File: config.mk
export PLATFORM = sky130hd
export DESIGN_NAME = rx_frame_ctrl_flat
export DESIGN_NICKNAME = d
export VERILOG_FILES = /design/src/rtl/rx_frame_if.sv /design/src/rtl/rx_frame_ctrl.sv /design/src/flat_wrapper.sv
export SDC_FILE = /design/constraint.sdc
export NUM_CORES = 1
export LEC_CHECK = 0
export CAP_MARGIN = 10
export CORE_MARGIN = 2
export CORE_UTILIZATION = 34
export DETAILED_ROUTE_END_ITERATION = 10
export PLACE_DENSITY = 0.63
export SLEW_MARGIN = 10
export SYNTH_ARGS = -nofsm -noshare
export SYNTH_HDL_FRONTEND = slang
export SYNTH_SLANG_ARGS = --single-unit
export TNS_END_PERCENT = 5
File: constraint.sdc
create_clock -name clk -period 4.04 [get_ports clk]
set_input_delay 1.212 -clock clk [delete_from_list [all_inputs] [get_ports clk]]
set_output_delay 1.212 -clock clk [all_outputs]
set_load 0.05 [all_outputs]
File: src/rtl/rx_frame_if.sv
// Byte-receiver input and frame-output handshake bundle for rx_frame_ctrl.
// The master side feeds receiver bytes and acks frames; the slave side is the controller.
interface rx_frame_if #(parameter int MAX_LEN = 4);
   logic                   rx_data_ready;
   logic [7:0]             rx_data;
   logic                   rx_endofpacket;
   logic [1:0]             baud_sel;
   logic                   frame_valid;
   logic [7:0]             frame_cmd;
   logic [3:0]             frame_len;
   logic [MAX_LEN*8-1:0]   frame_payload;
   logic                   frame_ack;
   logic                   frame_err;
   logic [1:0]             err_code;

   modport master (
      output rx_data_ready, rx_data, rx_endofpacket, frame_ack,
      input  baud_sel, frame_valid, frame_cmd, frame_len, frame_payload,
             frame_err, err_code
   );

   modport slave (
      input  rx_data_ready, rx_data, rx_endofpacket, frame_ack,
      output baud_sel, frame_valid, frame_cmd, frame_len, frame_payload,
             frame_err, err_code
   );
endinterface

File: src/rtl/rx_frame_ctrl.sv
// Parses received bytes into XOR-checksummed command frames, presents them with a
// valid/ack handshake, and owns the receiver baud select (changed by a config frame).
//
// state | meaning
// HUNT  | waiting for the sync byte
// CMD   | next byte is the command
// LEN   | next byte is the payload length
// DATA  | collecting payload bytes
// CHK   | next byte is the checksum
module rx_frame_ctrl #(
   parameter int         MAX_LEN      = 4,
   parameter logic [7:0] SYNC_BYTE    = 8'hA5,
   parameter logic [7:0] CFG_CMD      = 8'hB0,
   parameter logic [1:0] BAUD_DEFAULT = 2'b11
) (
   input logic        clk,
   input logic        rst,
   rx_frame_if.slave  bus
);

   localparam logic [7:0] MAX_LEN_B = 8'(MAX_LEN);

   typedef enum logic [2:0] {HUNT, CMD, LEN, DATA, CHK} state_t;

   state_t                 state;
   logic [3:0]             cnt;
   logic [7:0]             chk;
   logic [7:0]             sh_cmd;
   logic [3:0]             sh_len;
   logic [MAX_LEN*8-1:0]   sh_pl;

   logic [1:0]             baud_q;
   logic                   valid_q;
   logic [7:0]             cmd_q;
   logic [3:0]             len_q;
   logic [MAX_LEN*8-1:0]   pl_q;
   logic                   err_q;
   logic [1:0]             code_q;

   logic [7:0]             b;
   assign b = bus.rx_data;

   always_ff @(posedge clk) begin
      if (rst) begin
         state   <= HUNT;
         cnt     <= 4'd0;
         chk     <= 8'd0;
         sh_cmd  <= 8'd0;
         sh_len  <= 4'd0;
         sh_pl   <= '0;
         baud_q  <= BAUD_DEFAULT;
         valid_q <= 1'b0;
         cmd_q   <= 8'd0;
         len_q   <= 4'd0;
         pl_q    <= '0;
         err_q   <= 1'b0;
         code_q  <= 2'b00;
      end else begin
         err_q <= 1'b0;
         if (bus.frame_ack && valid_q)
            valid_q <= 1'b0;

         if (bus.rx_data_ready) begin
            unique case (state)
               HUNT: begin
                  if (b == SYNC_BYTE)
                     state <= CMD;
               end
               CMD: begin
                  sh_cmd <= b;
                  chk    <= b;
                  state  <= LEN;
               end
               LEN: begin
                  if (b > MAX_LEN_B) begin
                     err_q  <= 1'b1;
                     code_q <= 2'b01;
                     state  <= HUNT;
                  end else begin
                     // Clearing here keeps unused payload bytes zero, including len=0 frames.
                     sh_len <= b[3:0];
                     chk    <= chk ^ b;
                     cnt    <= 4'd0;
                     sh_pl  <= '0;
                     state  <= (b == 8'd0) ? CHK : DATA;
                  end
               end
               DATA: begin
                  for (int i = 0; i < MAX_LEN; i++) begin
                     if (cnt == 4'(i))
                        sh_pl[i*8 +: 8] <= b;
                  end
                  chk <= chk ^ b;
                  cnt <= cnt + 4'd1;
                  if (cnt + 4'd1 == sh_len)
                     state <= CHK;
               end
               CHK: begin
                  state <= HUNT;
                  if (b != chk) begin
                     err_q  <= 1'b1;
                     code_q <= 2'b10;
                  end else if (sh_cmd == CFG_CMD && sh_len == 4'd1) begin
                     baud_q <= sh_pl[1:0];
                  end else if (!valid_q || bus.frame_ack) begin
                     valid_q <= 1'b1;
                     cmd_q   <= sh_cmd;
                     len_q   <= sh_len;
                     pl_q    <= sh_pl;
                  end else begin
                     err_q  <= 1'b1;
                     code_q <= 2'b00;
                  end
               end
               default: state <= HUNT;
            endcase
         end else if (bus.rx_endofpacket && state != HUNT) begin
            err_q  <= 1'b1;
            code_q <= 2'b11;
            state  <= HUNT;
         end
      end
   end

   assign bus.baud_sel      = baud_q;
   assign bus.frame_valid   = valid_q;
   assign bus.frame_cmd     = cmd_q;
   assign bus.frame_len     = len_q;
   assign bus.frame_payload = pl_q;
   assign bus.frame_err     = err_q;
   assign bus.err_code      = code_q;

endmodule

File: src/flat_wrapper.sv
// flat-port wrapper written by rule: the top's interface ports become plain ports
module rx_frame_ctrl_flat 
#(
   parameter int         MAX_LEN      = 4,
   parameter logic [7:0] SYNC_BYTE    = 8'hA5,
   parameter logic [7:0] CFG_CMD      = 8'hB0,
   parameter logic [1:0] BAUD_DEFAULT = 2'b11
)
  (clk, rst, bus_rx_data_ready, bus_rx_data, bus_rx_endofpacket, bus_frame_ack, bus_baud_sel, bus_frame_valid, bus_frame_cmd, bus_frame_len, bus_frame_payload, bus_frame_err, bus_err_code);
  rx_frame_if #(.MAX_LEN(MAX_LEN)) bus_i ();
  input logic clk;
  input logic rst;
  input wire logic [$bits(bus_i.rx_data_ready)-1:0] bus_rx_data_ready;
  input wire logic [$bits(bus_i.rx_data)-1:0] bus_rx_data;
  input wire logic [$bits(bus_i.rx_endofpacket)-1:0] bus_rx_endofpacket;
  input wire logic [$bits(bus_i.frame_ack)-1:0] bus_frame_ack;
  output wire logic [$bits(bus_i.baud_sel)-1:0] bus_baud_sel;
  output wire logic [$bits(bus_i.frame_valid)-1:0] bus_frame_valid;
  output wire logic [$bits(bus_i.frame_cmd)-1:0] bus_frame_cmd;
  output wire logic [$bits(bus_i.frame_len)-1:0] bus_frame_len;
  output wire logic [$bits(bus_i.frame_payload)-1:0] bus_frame_payload;
  output wire logic [$bits(bus_i.frame_err)-1:0] bus_frame_err;
  output wire logic [$bits(bus_i.err_code)-1:0] bus_err_code;
  assign bus_i.rx_data_ready = bus_rx_data_ready;
  assign bus_i.rx_data = bus_rx_data;
  assign bus_i.rx_endofpacket = bus_rx_endofpacket;
  assign bus_i.frame_ack = bus_frame_ack;
  assign bus_baud_sel = bus_i.baud_sel;
  assign bus_frame_valid = bus_i.frame_valid;
  assign bus_frame_cmd = bus_i.frame_cmd;
  assign bus_frame_len = bus_i.frame_len;
  assign bus_frame_payload = bus_i.frame_payload;
  assign bus_frame_err = bus_i.frame_err;
  assign bus_err_code = bus_i.err_code;
  rx_frame_ctrl #(.MAX_LEN(MAX_LEN), .SYNC_BYTE(SYNC_BYTE), .CFG_CMD(CFG_CMD), .BAUD_DEFAULT(BAUD_DEFAULT)) u_core (.clk(clk), .rst(rst), .bus(bus_i));
endmodule
### Word-level counts from Yosys, hierarchy flattened

Index checks and enable logic that the tools add are counted.

* flip-flop bits (word level): 109
* output and inout bits: 50
* word-level logic and storage cells: 106

* add/sub/neg operators: 1
* magnitude comparators: 1
* equality and inequality tests: 23
* mux-type cells: 37
* bitwise logic cells: 4
* reductions and logical operators: 24

Operators by type and width (number)
* 32-bit one-hot mux with 2 select lines: 1
* 8-bit two-way mux: 5
* 32-bit two-way mux: 1
* 8-bit one-hot mux with 3 select lines: 1
* 4-bit AND reduction: 5
* 3-bit two-way mux: 6
* 8-bit == test, second input constant: 2
* 1-bit two-way mux: 12
* 2-bit two-way mux: 6
* 3-bit one-hot mux with 4 select lines: 1
* 3-bit AND reduction: 4
* 5-bit AND reduction: 2
* 3-bit by 2-bit != test with 1-bit output, second input constant: 3
* 4-bit by 1-bit == test with 1-bit output, second input constant: 2
* 4-bit by 2-bit == test with 1-bit output, second input constant: 2
* 8-bit by 3-bit greater-than comparator with 1-bit output, second input constant: 1
* 8-bit zero test: 1
* 2-bit by 1-bit != test with 1-bit output, second input constant: 4
* 4-bit by 3-bit != test with 1-bit output, second input constant: 2
* 8-bit != test: 1
* 4-bit one-hot mux with 2 select lines: 1
* 8-bit XOR: 1
* 3-bit by 2-bit == test with 1-bit output, second input constant: 2
* 3-bit nonzero test: 2
* 17 further kinds: 22

### Logic depth before layout (Yosys ltp)

Gate-level depths: netlist (run 1).

* depth in word-level cells: 7
* depth in mapped cells: 8
* mapped depth without buffers: 6

### Worst setup path before layout (run 1)

Ideal clock, no wire load.

* kind: input to register
* start point: in bus_rx_data[1]
* end point: reg u_core.cmd_q[4], in the netlist u_core.bus.frame_cmd[4]
* library setup time: 0.072 ns
* arrival: 2.680 ns
* required time: 3.968 ns
* setup slack: 1.289 ns
* cell stages on the path: 8
* path buffers: 3
* path through: buf_2 > xnor2_1 > nand4_1 > or3_1 > and3b_1 > buf_6 > buf_12 > mux2i_1

* longest elaborated chain between the ends: 3

Ends and longest elaborated chain
* start, declared: RTL line flat_wrapper.sv:14 `input wire logic [$bits(bus_i.rx_data)-1:0] bus_rx_data;`
* 8-bit != test: RTL line rx_frame_ctrl.sv:100 `if (b != chk) begin`
* 1-bit NOT (no line)
* 5-bit AND reduction (no line)
* end signal, assigned: RTL line rx_frame_ctrl.sv:107 `cmd_q <= sh_cmd;`
* end, declared: RTL line rx_frame_ctrl.sv:34 `logic [7:0] cmd_q;`

Every way passes these cells.
A chain may end at the register's enable or synchronous reset.

### Worst setup path after layout (run 1)

* start point: in bus_rx_data_ready
* end point: reg u_core.cmd_q[7], in the netlist u_core.bus.frame_cmd[7]

* longest elaborated chain between the ends: 1

Ends and longest elaborated chain
* start, declared: RTL line flat_wrapper.sv:13 `input wire logic [$bits(bus_i.rx_data_ready)-1:0] bus_rx_data_ready;`
* 5-bit AND reduction (no line)

Every way passes these cells.

==> results of run 1 <==
[state kept, by name (all words and copies together), names as in the netlist]
signal	flops
u_core.bus.baud_sel	2
u_core.bus.err_code	2
u_core.bus.frame_cmd	8
u_core.bus.frame_err	1
u_core.bus.frame_len	4
u_core.bus.frame_payload	32
u_core.bus.frame_valid	1
u_core.chk	8
u_core.cnt	4
u_core.sh_cmd	8
u_core.sh_len	4
u_core.sh_pl	32
u_core.state	3
[final cells by class]
cell class                      count  area, sq um
Clock buffer                       11          233
Clock inverter                      5          106
Multi-Input combinational cell    387         2430
Fill cell                        1348         8070
Sequential cell                   109         2180
Tap cell                          180          225
Inverter                            7         26.3
Timing Repair Buffer               67          666
[layer usage]
| layer | wire [um] | up-vias | part of all wire (%) |
|---|---|---|---|
| met5 | 0 | - | 0 |
| met3 | 429 | 15 | 3.9 |
| met2 | 5320 | 62 | 48 |
| li1 | - | 1902 | - |
| met1 | 5000 | 1759 | 46 |
| met4 | 221 | 0 | 2.0 |
[kinds of logic (layout without fill, tap and decap cells)]
logic type                 count (synthesis)  in the layout
and+or+nand+nor                          228            228
xor gates and xnor gates                  14             14
DFF                                      109            109
adders and majority gates                  4              4
AOI/OAI and AO/OA                         61             61
muxes                                     80             80
buffers and inverters                     40             90
[worst min-delay path, cell delays in order, from the launching register on]
cell     delay, ns
dfxtp_1       0.31
nand2_1       0.05
mux2i_1       0.05
[Yosys cell counts (all sizes together), types with 2 or more instances]
master / n / area share, %
a41o: 2 / 0.41
nand4: 4 / 0.64
a21oi: 29 / 3.0
nand2: 120 / 9.3
nor2b: 5 / 0.80
inv: 7 / 0.54
dfxtp: 109 / 45
ha: 4 / 1.0
o211ai: 8 / 1.2
o21ai: 11 / 1.1
nor2: 56 / 4.3
and2: 9 / 1.2
nor4b: 2 / 0.36
mux2i: 80 / 16
nor4: 3 / 0.39
nor3: 10 / 2.2
a31oi: 4 / 0.82
or4: 2 / 0.31
clkbuf: 21 / 1.7
nor4bb: 2 / 0.41
nand2b: 3 / 0.39
xnor2: 12 / 2.3
and3b: 2 / 0.36
nand3: 6 / 0.72
buf: 12 / 2.8
xor2: 2 / 0.36
[layout by cell type (no fill, tap or decap), drive strengths merged, types with 3 or more instances in the layout]
cell type / n
nand2: 120
dfxtp: 109
mux2i: 80
clkdlybuf4s50: 61
nor2: 56
a21oi: 29
xnor2: 12
o21ai: 11
clkbuf: 11
nor3: 10
and2: 9
o211ai: 8
inv: 8
nand3: 6
buf: 6
nor2b: 5
ha: 4
nand4: 4
a31oi: 4
nand2b: 3
nor4: 3
bufinv: 3
[power by group through the flow]
stage	clock, mW	sequential, mW	combinational [mW]
global route	1.07	1.18	0.393
floorplan	0	1.21	0.252
global placement	0	1.20	0.345
finish	1.01	1.18	0.353
CTS	1.03	1.17	0.354
detailed placement	0	1.20	0.352
[per-stage QoR]
stage          hold slack, ns  total power [mW]  setup slack [ns]  std cells
4_1_cts                 0.461              2.56             0.763        766
3_3_place_gp            0.448              1.54             0.502        750
6_report                0.455              2.54             0.774        766
5_1_grt                 0.476              2.65             0.629        766
3_5_place_dp            0.450              1.55             0.397        750
2_1_floorplan           0.437              1.46              1.29        536
[worst max path at each step]
| stage | startpoint | endpoint | slack [ns] |
|---|---|---|---|
| 6_report | bus_rx_data_ready | u_core.bus.frame_cmd[7] | 0.77 |
| 5_1_grt | bus_rx_data_ready | u_core.bus.frame_cmd[7] | 0.63 |
| 4_1_cts | bus_rx_data_ready | u_core.bus.frame_payload[6] | 0.76 |
| 3_5_place_dp | bus_rx_data_ready | u_core.bus.frame_payload[6] | 0.40 |
| 3_3_place_gp | bus_rx_data_ready | u_core.bus.frame_payload[27] | 0.50 |
| 2_1_floorplan | bus_rx_data[1] | u_core.bus.frame_cmd[4] | 1.29 |
==> results.ini, run 1 <==
[outcome]
status=finished clean

[timing]
fin_setup_tns_ns=0
fmax_ghz=0.306
rsz0062_at_grt=false
finClkSkew_ns=0.0114
slew-limit-headroom_pct=55.6
period_minus_slack_ns=3.27
final_hold_viol_count=0
fin_crit_sh_pct=80.8
finalMaxSlewViolations=0
finalSetupViolCount=0
worst_pin_slew_ns=0.665

[min_path]
hold_path_depth=2
min_from=u_core.bus.frame_payload[16]
hp-class=flip-flop to flip-flop
min_to=u_core.bus.frame_payload[16]

[cts]
cts_buffer_depth=2
cts_hold_buffers=0
htreeDepth=3
clk_pin_slew_ns=0.07
cts-buffers-inserted=9
cts_tree=done
post_cts_resized=0
clkSinkCount=109
clk_latency_ns=0.36
postCtsSetupRepairBufs=0
root_buffer=clkbuf_16

[synthesis]
yosys_most_used_dff=dfxtp_1
yosysWarnings=0
netlist_area_sq_mm=0.00485
yosys.area_share.simple_pct=22.0
ys_ff_latch=109
synth.distinct_cells=51
syn_area_per_cell_sq_um=9.05
muxShareOfSynthArea_pct=16.5
synth-edff-count=0
synth_compound_area_share_pct=7.84
synthAdderAreaFrac_pct=1.03
synth_top_family_by_area=simple AND/OR/NAND/NOR gates
synth-seq-area-share_pct=45.0
synth_fp_nets=553
async_flop_share_pct=0
synth_xor_xnor_area_share_pct=2.68
syn_inst=536

[grt]
grt_pass1_wl_um=17900
first_global_vias=3586
grt_remaining_overflow=0
grt_usage_pct=15.2
gr-usage-met3_pct=2.26
antenna_found_initial=0
grt_use_met2_pct=24.2
grt_util_met1_pct=20.2
grt_max_degree=62
gr-max-usage-layer=met2

[floorplanning]
core.rowCount=43
die_h_um=123
die_area_sq_mm=0.0152
core-area_sq_mm=0.0139
start_util_pct=34.8
io_pins=63
die_width_um=123

[place]
gp_congestion=0.849
place_area_sq_mm=0.00553
portBuffers=62
hpwl_um=7670

[final_layout]
finish.utilization_pct=42.1
area_growth_pct=20.9
antenna_cells=0
layout.nets=598
drive_above_1_share_pct=5.80
fin_area_sq_mm=0.00587

[critical_path]
cp_top_family=simple AND/OR/NAND/NOR gates
reg2reg_to=u_core.sh_pl[18]
start_kind=input port
r2r_start=u_core.state[1]
crit_cells=7
cp_slowest_cell=clkdlybuf4s50_1
reg2reg_slack_ns=1.54
worst-path-max-fanout=44
crit_buf_inv=2
slowest_delay_ns=0.70
path_class=input port to flip-flop
worst_setup_path_end_kind=flip-flop
crit_required_ns=4.32
cp.arrival_ns=3.54
r2r_cells=5
crit_chain=clkdlybuf4s50_1 > nor2b_4 > nand3_2 > or3_1 > and3b_2 > buf_12 > mux2i_1

[route]
drcViolationCount=0
vias_per_cell=4.88
drtIter0Drc=211
via_count=3738
ant_nets=0
finalWirelength_um=11000
drtPass1Iterations=4
post_drt_wl_per_cell_um=14.3

[power]
seq_power_share_pct=46.3
p_leak_nw=1.88
powerDensity_mw_per_mm2=432
switching_share_pct=27.1
intPower_mw=1.85
clkPwrFrac_pct=39.8
comb_power_share_pct=13.9
irDropWorstVdd_mv=0.209
power_switching_mw=0.686

[job]
maxCapViolCount=0

Note: power is estimated with default switching activity, not from simulation.
==> inputs of run 2 (changes only) <==
PLACE_DENSITY = 0.65   (was 0.63)
clock period = 3 ns   (was 4.04 ns; I/O delays follow)
==> results.ini, run 2 (synthesis results as in run 1) <==
[route]
vias_per_cell=4.87  ; was 4.88
via_count=3851  ; was 3738
drtPass1Iterations=4  ; unchanged
post_drt_wl_per_cell_um=14.4  ; was 14.3 um
finalWirelength_um=11400  ; was 11000 um
drtIter0Drc=244  ; was 211
ant_nets=0  ; unchanged
drcViolationCount=0  ; unchanged

[cts]
clk_pin_slew_ns=0.06  ; was 0.07 ns
htreeDepth=3  ; unchanged
cts_buffer_depth=2  ; unchanged
clkSinkCount=109  ; unchanged
postCtsSetupRepairBufs=0  ; unchanged
cts_tree=done  ; unchanged
post_cts_resized=0  ; unchanged
cts_hold_buffers=0  ; unchanged
clk_latency_ns=0.35  ; was 0.36 ns
root_buffer=clkbuf_16  ; unchanged
cts-buffers-inserted=9  ; unchanged

[critical_path]
slowest_delay_ns=0.53  ; was 0.70 ns
path_class=input port to flip-flop  ; unchanged
cp.arrival_ns=2.84  ; was 3.54 ns
start_kind=input port  ; unchanged
worst_setup_path_end_kind=flip-flop  ; unchanged
cp_slowest_cell=clkdlybuf4s50_1  ; unchanged
crit_buf_inv=2  ; unchanged
reg2reg_to=u_core.bus.baud_sel[0]  ; was u_core.sh_pl[18]
cp_top_family=buffers and inverters  ; was simple AND/OR/NAND/NOR gates
r2r_start=u_core.sh_len[0]  ; was u_core.state[1]
crit_required_ns=3.20  ; was 4.32 ns
crit_chain=clkdlybuf4s50_1 > o21ai_1 > a31oi_4 > nor3_4 > buf_4 > mux2i_1 > nor2_1  ; was clkdlybuf4s50_1 > nor2b_4 > nand3_2 > or3_1 > and3b_2 > buf_12 > mux2i_1
reg2reg_slack_ns=0.96  ; was 1.54 ns
worst-path-max-fanout=8  ; was 44
r2r_cells=6  ; was 5

[power]
seq_power_share_pct=48.3  ; was 46.3%
total_power_mw=3.28  ; was 2.54 mW
p_leak_nw=1.98  ; was 1.88 nW
power_switching_mw=0.917  ; was 0.686 mW
clkPwrFrac_pct=36.1  ; was 39.8%
switching_share_pct=28.0  ; was 27.1%
intPower_mw=2.36  ; was 1.85 mW
comb_power_share_pct=15.6  ; was 13.9%
powerDensity_mw_per_mm2=545  ; was 432 mW/mm^2
irDropWorstVdd_mv=0.338  ; was 0.209 mV

[place]
hpwl_um=7950  ; was 7670 um
gp_congestion=0.839  ; was 0.849
portBuffers=62  ; unchanged

[outcome]
status=finished clean  ; unchanged

[timing]
fmax_ghz=0.379
slew-limit-headroom_pct=58.5  ; was 55.6%
fin_crit_sh_pct=88.0
finalMaxSlewViolations=0  ; unchanged
finalSetupViolCount=0  ; unchanged
fin_setup_tns_ns=0  ; unchanged
final_hold_viol_count=0  ; unchanged
period_minus_slack_ns=2.64
worst_pin_slew_ns=0.622  ; was 0.665 ns
finClkSkew_ns=0.00758  ; was 0.0114 ns
rsz0062_at_grt=false  ; unchanged

[final_layout]
layout.nets=622  ; was 598
multi_input_area_sq_mm=0.00243  ; unchanged
fill_cells=1335  ; was 1348
antenna_cells=0  ; unchanged
drive_above_1_share_pct=9.51  ; was 5.80%
layout_commonest_cell=nand2_1  ; unchanged
finish.utilization_pct=43.2  ; was 42.1%
area_growth_pct=23.9  ; was 20.9%
regArea_sq_mm=0.00218  ; unchanged
final_cell_mix=119 x nand2_1, 109 x dfxtp_1, 80 x mux2i_1  ; unchanged

[floorplanning]
die_area_sq_mm=0.0152  ; unchanged
core.rowCount=43  ; unchanged
die_width_um=123  ; unchanged
io_pins=63  ; unchanged
die_h_um=123  ; unchanged
start_util_pct=34.8  ; unchanged
core-area_sq_mm=0.0139  ; unchanged

[grt]
grt_usage_pct=15.5  ; was 15.2%
antenna_found_initial=0  ; unchanged
grt_max_degree=62  ; unchanged
grt_pass1_wl_um=18300  ; was 17900 um
grt_remaining_overflow=0  ; unchanged
first_global_vias=3648  ; was 3586

[min_path]
min_from=u_core.bus.frame_payload[20]  ; was u_core.bus.frame_payload[16]
hp-class=flip-flop to flip-flop  ; unchanged
min_to=u_core.bus.frame_payload[20]  ; was u_core.bus.frame_payload[16]
hold_path_depth=2  ; unchanged

[job]
maxCapViolCount=0  ; unchanged

==> run 2: changes by cell type in the layout (fill, tap and decap cells not counted) <==
cell	previous run	this run
clkbuf_8	0	1
bufinv_16	3	1
inv_6	1	0
buf_4	4	27
clkinv_2	0	2
buf_12	1	2
==> run 2: area by class of cell <==
class,count,area share (%)
clock inverters,4,0.791
well taps,180,3.74
repair buffers,91,14.3
multi-input cells,387,40.4
flip-flops and latches,109,36.3
clock buffers,12,4.10
inverters,7,0.437
==> run 2: worst max path at each step <==
| stage | from | endpoint | depth (start not counted) |
|---|---|---|---|
| floorplan | bus_rx_data[1] | u_core.bus.frame_cmd[4] | 8 |
| global placement | bus_rx_data[1] | u_core.bus.baud_sel[1] | 8 |
| detailed placement | bus_rx_data[1] | u_core.bus.frame_cmd[0] | 7 |
| CTS | bus_rx_data[1] | u_core.bus.frame_cmd[0] | 7 |
| global route | bus_rx_data[1] | u_core.bus.baud_sel[1] | 8 |
| finish | bus_rx_data[1] | u_core.sh_pl[21] | 7 |
==> run 2: power groups by stage <==
stage	Sequential, mW	Clock (mW)	Combinational [mW]
after floorplan	1.63	0	0.340
after global placement	1.61	0	0.496
after detailed placement	1.61	0	0.508
after CTS	1.58	1.22	0.510
after global routing	1.59	1.27	0.562
final	1.58	1.18	0.511
==> run 2: worst register-to-register path, delay by kind of cell, from the launching register on <==
family | cells | cell delay (ns)
muxes | 1 | 0.17
buffers and inverters | 1 | 0.22
DFF | 1 | 0.42
and+or+nand+nor | 4 | 1.10
==> run 2: layer usage <==
layer	vias up	GRT usage [%]	part of all wire, %
met5	-	0	0
met4	0	6.18	1.8
met3	14	3.69	5.4
met2	89	24.6	47
met1	1798	20.2	46
li1	1950	-	-
==> run 2: through the flow <==
step           instance area, sq um  hold WS (ns)  setup slack [ns]  instances
6_report                       6010         0.456             0.360        790
5_1_grt                        6010         0.478             0.211        790
4_1_cts                        6010         0.462             0.385        790
3_5_place_dp                   5720         0.449            0.0418        774
3_3_place_gp                   5720         0.448           0.00357        774
2_1_floorplan                  4850         0.437             0.561        536
